**src/rtl/lcd_timing_controller.sv**
```systemverilog
// lcd_timing_controller: dot/line timing, STAT mode and CPU access windows.
// Optional macro LCD_TIMING_STAT_IRQ_EN builds the STAT line and stat_irq.
module lcd_timing_controller #(
   parameter int DOTS_PER_LINE   = 456,
   parameter int VISIBLE_LINES   = 144,
   parameter int LINES_PER_FRAME = 154,
   parameter int OAM_DOTS        = 80,
   parameter int XFER_DOTS       = 172
) (
   input  logic       clk,
   input  logic       reset,
   input  logic       lcd_enable,
   input  logic [7:0] lyc,
   input  logic [3:0] stat_int_en,
   output logic       drawline,
   output logic [7:0] ly,
   output logic [1:0] mode,
   output logic       lyc_match,
   output logic       vblank_irq,
   output logic       stat_irq,
   output logic       frame_done,
   output logic       vram_cpu_ok,
   output logic       oam_cpu_ok
);

   localparam int DW = $clog2(DOTS_PER_LINE);
   localparam logic [DW-1:0] DOT_LAST = DW'(DOTS_PER_LINE - 1);
   localparam logic [DW-1:0] DOT_XFER = DW'(OAM_DOTS);
   localparam logic [DW-1:0] DOT_HBL  = DW'(OAM_DOTS + XFER_DOTS);
   localparam logic [7:0] LY_VIS      = 8'(VISIBLE_LINES);
   localparam logic [7:0] LY_LAST_VIS = 8'(VISIBLE_LINES - 1);
   localparam logic [7:0] LY_LAST     = 8'(LINES_PER_FRAME - 1);

   typedef enum logic [2:0] {
      S_OFF, S_OAM, S_XFER, S_HBLANK, S_VBLANK
   } state_t;

   state_t        state, nxt_state;
   logic [DW-1:0] dot, nxt_dot;
   logic [7:0]    nxt_ly;
   logic          nxt_draw, nxt_vbl, nxt_done;

   function automatic logic [1:0] mode_of(state_t s);
      case (s)
         S_OAM:    return 2'd2;
         S_XFER:   return 2'd3;
         S_VBLANK: return 2'd1;
         default:  return 2'd0;
      endcase
   endfunction

   // Next position and state while the display is running
   always_comb begin
      nxt_state = state;
      nxt_dot   = dot;
      nxt_ly    = ly;
      nxt_draw  = 1'b0;
      nxt_vbl   = 1'b0;
      nxt_done  = 1'b0;
      if (dot == DOT_LAST) begin
         nxt_dot = '0;
         if (ly == LY_LAST) begin
            nxt_ly    = 8'd0;
            nxt_state = S_OAM;
            nxt_done  = 1'b1;
         end else if (ly == LY_LAST_VIS) begin
            nxt_ly    = LY_VIS;
            nxt_state = S_VBLANK;
            nxt_vbl   = 1'b1;
         end else begin
            nxt_ly    = ly + 8'd1;
            nxt_state = (ly < LY_LAST_VIS) ? S_OAM : S_VBLANK;
         end
      end else begin
         nxt_dot = dot + 1'b1;
         if (state == S_OAM && nxt_dot == DOT_XFER) begin
            nxt_state = S_XFER;
            nxt_draw  = 1'b1;
         end else if (state == S_XFER && nxt_dot == DOT_HBL) begin
            nxt_state = S_HBLANK;
         end
      end
   end

   // Timing FSM with registered mode, pulses and access windows
   always_ff @(posedge clk) begin
      if (!reset || !lcd_enable) begin
         state       <= S_OFF;
         dot         <= '0;
         ly          <= 8'd0;
         mode        <= 2'd0;
         drawline    <= 1'b0;
         vblank_irq  <= 1'b0;
         frame_done  <= 1'b0;
         vram_cpu_ok <= 1'b1;
         oam_cpu_ok  <= 1'b1;
      end else if (state == S_OFF) begin
         state       <= S_OAM;
         dot         <= '0;
         ly          <= 8'd0;
         mode        <= 2'd2;
         drawline    <= 1'b0;
         vblank_irq  <= 1'b0;
         frame_done  <= 1'b0;
         vram_cpu_ok <= 1'b1;
         oam_cpu_ok  <= 1'b0;
      end else begin
         state       <= nxt_state;
         dot         <= nxt_dot;
         ly          <= nxt_ly;
         mode        <= mode_of(nxt_state);
         drawline    <= nxt_draw;
         vblank_irq  <= nxt_vbl;
         frame_done  <= nxt_done;
         vram_cpu_ok <= (nxt_state != S_XFER);
         oam_cpu_ok  <= (nxt_state != S_XFER) && (nxt_state != S_OAM);
      end
   end

   // Coincidence flag, frozen while the display is off
   always_ff @(posedge clk) begin
      if (!reset)
         lyc_match <= 1'b0;
      else if (lcd_enable && state != S_OFF)
         lyc_match <= (ly == lyc);
   end

`ifdef LCD_TIMING_STAT_IRQ_EN
   logic [1:0] mode_q;
   logic       on_q;
   logic       stat_line;
   logic       stat_prev;

   // Mode sources lag one cycle to line up with the registered lyc_match,
   // so a hand-over between sources at a line boundary leaves no gap.
   assign stat_line = (stat_int_en[3] & lyc_match)
                    | (stat_int_en[2] & (mode_q == 2'd2))
                    | (stat_int_en[1] & (mode_q == 2'd1))
                    | (stat_int_en[0] & (mode_q == 2'd0) & on_q);

   // Rising-edge detector on the STAT line
   always_ff @(posedge clk) begin
      if (!reset) begin
         mode_q    <= 2'd0;
         on_q      <= 1'b0;
         stat_prev <= 1'b0;
         stat_irq  <= 1'b0;
      end else begin
         mode_q    <= mode;
         on_q      <= (state != S_OFF);
         stat_prev <= stat_line;
         stat_irq  <= lcd_enable && (state != S_OFF)
                      && stat_line && !stat_prev;
      end
   end
`else
   logic unused_stat_en;
   assign unused_stat_en = ^stat_int_en;
   assign stat_irq = 1'b0;
`endif

endmodule

```
**config.mk**
```make
export PLATFORM = sky130hd
export DESIGN_NAME = lcd_timing_controller
export DESIGN_NICKNAME = d
export VERILOG_FILES = /design/src/rtl/lcd_timing_controller.sv
export SDC_FILE = /design/constraint.sdc
export NUM_CORES = 1
export LEC_CHECK = 0
export CAP_MARGIN = 20
export CELL_PAD_IN_SITES_DETAIL_PLACEMENT = 0
export CELL_PAD_IN_SITES_GLOBAL_PLACEMENT = 1
export CORE_AREA = 2 2 79 81
export DETAILED_ROUTE_END_ITERATION = 10
export DIE_AREA = 0 0 81 83
export PLACE_DENSITY = 0.58
export SETUP_SLACK_MARGIN = 0.4
export SLEW_MARGIN = 25
export SYNTH_ARGS = -nofsm -noshare
export SYNTH_HDL_FRONTEND = slang
export SYNTH_SLANG_ARGS = --single-unit
export TNS_END_PERCENT = 5
```
**constraint.sdc**
```tcl
create_clock -name clk -period 2.1 [get_ports clk]
set_input_delay 0.315 -clock clk [delete_from_list [all_inputs] [get_ports clk]]
set_output_delay 0.315 -clock clk [all_outputs]
set_load 0.02 [all_outputs]
```
# Word-level counts from Yosys, hierarchy flattened
# Index checks and enable logic that the tools add are counted.
[word_totals]
ff_bits = 28
wordCells = 57
[classes]
n_addsub = 2
order_cmp = 1
eq_ne = 13
muxes = 15
n_bitwise = 1
reduce_logical = 13
[op_table]
columns = ["operator", "count"]
rows = [
  ["$mux 3", 6],
  ["$eq 8x8->1 const B", 2],
  ["$mux 8", 2],
  ["$add 9x1->9 const B", 1],
  ["$eq 9x7->1 const B", 1],
  ["$eq 9x8->1 const B", 1],
  ["$eq 9x9->1 const B", 1],
  ["$add 8x1->8 const B", 1],
  ["$eq 8x8->1", 1],
  ["$lt 8x8->1 const B", 1],
  ["$eq 3x1->1 const B", 2],
  ["$eq 3x2->1 const B", 2],
  ["$pmux 2 s3", 1],
  ["$reduce_or 3->1", 2],
  ["$mux 1", 5],
  ["$logic_and 1x1->1", 4],
  ["$reduce_or 4->1", 1],
  ["$eq 3x3->1 const B", 1],
  ["$logic_not 3->1", 1],
  ["$ne 3x1->1 const B", 1],
  ["$ne 3x2->1 const B", 1],
  ["$reduce_bool 3->1", 1],
  ["$logic_not 1->1", 2],
  ["$mux 2", 1],
  ["3 further kinds", 3],
]

# Longest topological paths before layout
[depth]
word_depth = 9
ltp_mapped = 9

# Least setup slack after synthesis
# Ideal clock, no wire load.
[synth_timing]
kind = "register to register"
start = "register ly[7]"
end = "register oam_cpu_ok"
setup_ns = 0.114
arrival_time_ns = 1.999
path_slack_ns = -0.013
path_stages_with_launch = 8
cell_sequence = "dfxtp_1 or3b_1 or4_1 buf_2 nand4_1 o21ai_2 o21bai_1 a21o_1"
[synth_via]
elab_chain_cells = 8
word_cells_on_any_way = 11
classes_between = "order compare: 1; eq/ne: 4; mux: 5; reduce/logical: 1"
[synth_rtl]
columns = ["item", "line_no", "rtl"]
rows = [
  ["start: declaration", "16", "output logic [7:0] ly,"],
  ["start signal: assignment", "110", "ly <= nxt_ly;"],
  ["$lt 8x8->1", "72", "nxt_state = (ly < LY_LAST_VIS) ? S_OAM : S_VBLANK;"],
  ["$mux 3", "72", ""],
  ["$mux 3", "66", "end else if (ly == LY_LAST_VIS) begin"],
  ["$mux 3 *", "62", "if (ly == LY_LAST) begin"],
  ["$mux 3 *", "60", "if (dot == DOT_LAST) begin"],
  ["$ne 3x2->1 or $ne 3x1->1 (tied branches)", "116", "oam_cpu_ok <= (nxt_state != S_XFER) && (nxt_state != S_OAM);"],
  ["$logic_and 1x1->1 *", "116", ""],
  ["$mux 1 *", "97", "end else if (state == S_OFF) begin"],
  ["end signal: assignment", "116", ""],
  ["end: declaration", "23", "output logic oam_cpu_ok"],
]
# Mark *: on every way between the ends. The rest lies on a longest branch, timed or not.
# A chain may end at the register's enable or synchronous reset.

# Final worst setup path
[layout_timing]
start = "register ly[6]"
end = "register oam_cpu_ok"
# The elaborated chain is that of the path after synthesis.

==> summary.md <==
| Metric | Value |
|---|---|
| Most common cell after layout, fill and taps aside | `clkdlybuf4s50_1` |
| Initial detailed-routing violation count | `65` |
| I/O pin count | `32` |
| Post-synth EDFFs | `0` |
| Routed via count | `1270` |
| CP arrival | `2150 ps` |
| Final hold vios | `0` |
| Final setup viols | `0` |
| Clk Latency, worst-skew pair | `280 ps` |
| Area growth syn-to-layout | `39.9%` |
| Die Y | `83 um` |
| Most frequent cells in the layout | `clkdlybuf4s50_1 (26), dfxtp_1 (21), buf_4 (18)` |
| Placed cell count | `271` |
| Min-Delay Endpoint | `dot[0]` |
| Max VDD drop | `0.000269 V` |
| Setup Crit Path Kind | `reg -> reg` |
| Startpoint types | `flip-flop` |
| TritonCTS Sinks | `28` |
| Initial antenna violation count | `0` |
| Synthesized cell area | `0.00143 mm^2` |
| HP Class | `reg -> reg` |
| Vias in the first global route | `1312` |
| Mean post-synth cell area | `8.99 um^2` |
| Total core area | `0.00582 mm^2` |
| DRT antenna net count | `0` |
| R2r setup slk | `130 ps` |
| Main synth FF type | `dfxtp_1` |
| Status | `completed` |
| Root Buffer | `clkbuf_8` |
| Cell Pwr Density | `449 mW/mm^2` |
| Gate Count Post-Synth | `159` |
| Clk buf depth | `2` |
| Leak | `0.000674 uW` |
| Hold depth | `1` |
| Synth cell types | `47` |
| Wire per inst | `12.6 um` |
| RR Endpoint | `oam_cpu_ok` |
| Hold Slack | `452 ps` |
| Post-DP HPWL | `2650 um` |
| I/O Buffers | `26` |
| Total track usage | `11.4%` |
| Total gr overflow | `0` |
| RSZ-0062 raised after global routing | `yes` |
| Max-cap viol count | `0` |
| Beginning of the worst hold path | `dot[0]` |
| Final wirelength | `3480 um` |
| Largest net degree at the start of global routing | `16` |
| Post-route cell area | `0.00200 mm^2` |
| CTS tree | `built` |
| Die X | `81 um` |
| Final slew viol count | `0` |
| Crit path required time | `2290 ps` |
| DIE AREA | `0.00672 mm^2` |
| Async S/R FF share, synth | `0%` |
| Initial core utilization | `24.6%` |
| Finished Layout Cells | `276` |
| Share of layout cells above drive strength 1 | `21.4%` |
| Sequential area share after synthesis | `39.2%` |
| Crit path max fanout | `4` |
| TNS Setup | `0 ps` |
| Via/cell ratio | `4.60` |
| Yosys warns | `0` |
| R2R cell count | `6` |
| Layout Skew | `11.6 ps` |
| NumNets Final | `221` |
| Total CTS buffers | `3` |
| Minimum clock period | `1970 ps` |
| Layout filler cell count | `640` |
| Detailed-route DRC error count | `0` |
| GP Congestion | `0.771` |
| Worst setup EP type | `flip-flop` |
| Register bit total from synthesis | `28` |
| H-tree depth | `1` |
| FF-to-FF Start | `ly[6]` |
| Area post-placement | `0.00188 mm^2` |
| CTS clk-pin slew, worst paths | `110 ps` |
| Ant diodes | `0` |
| F_max | `509 MHz` |
| FP Rows | `28` |
| Net Count, Synth | `178` |
| Final period utilization | `93.6%` |
| First-pass GRT wire length | `6040 um` |
| First-pass DRT Iterations | `4` |
-- kinds of logic (layout without fill, tap and decap cells) --
family / after synthesis / after routing / share of synthesized area (%)
buffers and inverters: 8 / 50 / 3.59
and+or+nand+nor: 73 / 73 / 29.2
xor gates and xnor gates: 18 / 18 / 11.0
muxes: 1 / 1 / 0.700
adders and majority gates: 4 / 4 / 3.50
DFF: 28 / 28 / 39.2
other: 1 / 1 / 0.262
AOI/OAI and AO/OA: 26 / 26 / 12.5
-- critical path: stages (launching register included) --
cell,delay [ps]
dfxtp_4,350
or3b_1,400
or4_4,520
nand4_1,160
o21ai_2,100
o21bai_1,180
a21o_1,160
-- per-layer routing --
layer	wire length, um	part of all wire, %	GRT usage, %	up-vias
met1	1620	47	14.6	598
li1	-	-	-	646
met2	1720	49	18.6	24
met5	0	0	0	-
met4	40	1.1	4.62	0
met3	96	2.8	2.17	2
-- Yosys cell counts, types with 2 or more instances --
cell / count / area, um^2
dfxtp_1: 28 / 561
buf_4: 2 / 15.0
xnor2_1: 13 / 114
or4_1: 3 / 22.5
nand2_1: 14 / 52.6
o21ai_0: 9 / 45.0
nor3_1: 2 / 10.0
and3_1: 5 / 31.3
inv_1: 2 / 7.51
ha_1: 4 / 50.1
or3_1: 3 / 18.8
nand3_1: 9 / 45.0
nand4_1: 6 / 37.5
a21oi_1: 4 / 20.0
nor2b_1: 2 / 12.5
xor2_1: 5 / 43.8
o21a_1: 2 / 15.0
nor2_1: 17 / 63.8
-- state kept, by name, indices dropped and copies added, names as in the netlist --
signal / count
state: 3
dot: 9
mode: 2
lyc_match: 1
vblank_irq: 1
frame_done: 1
oam_cpu_ok: 1
drawline: 1
vram_cpu_ok: 1
ly: 8
-- metrics by stage --
stage	total power, uW	setup WS (ps)	util (%)
2_1_floorplan	574	153	-
3_3_place_gp	606	41.7	32.4
3_5_place_dp	606	12.9	32.4
4_1_cts	913	129	34.3
5_1_grt	946	42.4	34.4
6_report	899	134	34.4
-- cell type report --
cell class	count	area, um^2	area share [%]
Multi-Input combinational cell	123	880	44.0
Timing Repair Buffer	44	395	19.8
Clock inverter	1	3.75	0.188
Sequential cell	28	579	29.0
Tap cell	75	93.8	4.69
Inverter	2	7.51	0.375
Clock buffer	3	41.3	2.06
-- where the power goes --
part	internal, uW	total, uW	switching, uW
Sequential	530	533	2.66
Combinational	35.1	60.0	24.9
Clock	131	306	175
-- how the worst max path moves through the flow --
stage	from	to	slack, ps	cells past startpoint
3_3_place_gp	dot[0]	vram_cpu_ok	40	7
6_report	ly[6]	oam_cpu_ok	130	6
4_1_cts	dot[1]	oam_cpu_ok	130	7
2_1_floorplan	ly[6]	oam_cpu_ok	150	7
3_5_place_dp	dot[0]	vram_cpu_ok	10	7
5_1_grt	dot[0]	oam_cpu_ok	40	7
-- repair_timing --
item / in CTS / in global routing
pin swaps: 2 / 2
resized for setup: 10 / 4
hold buffers: 0 / 0
hold endpoints to repair: 0 / 0
setup buffers: 1 / 0
setup endpoints to repair: 29 / 32
Note: power is estimated with default switching activity, not from simulation.
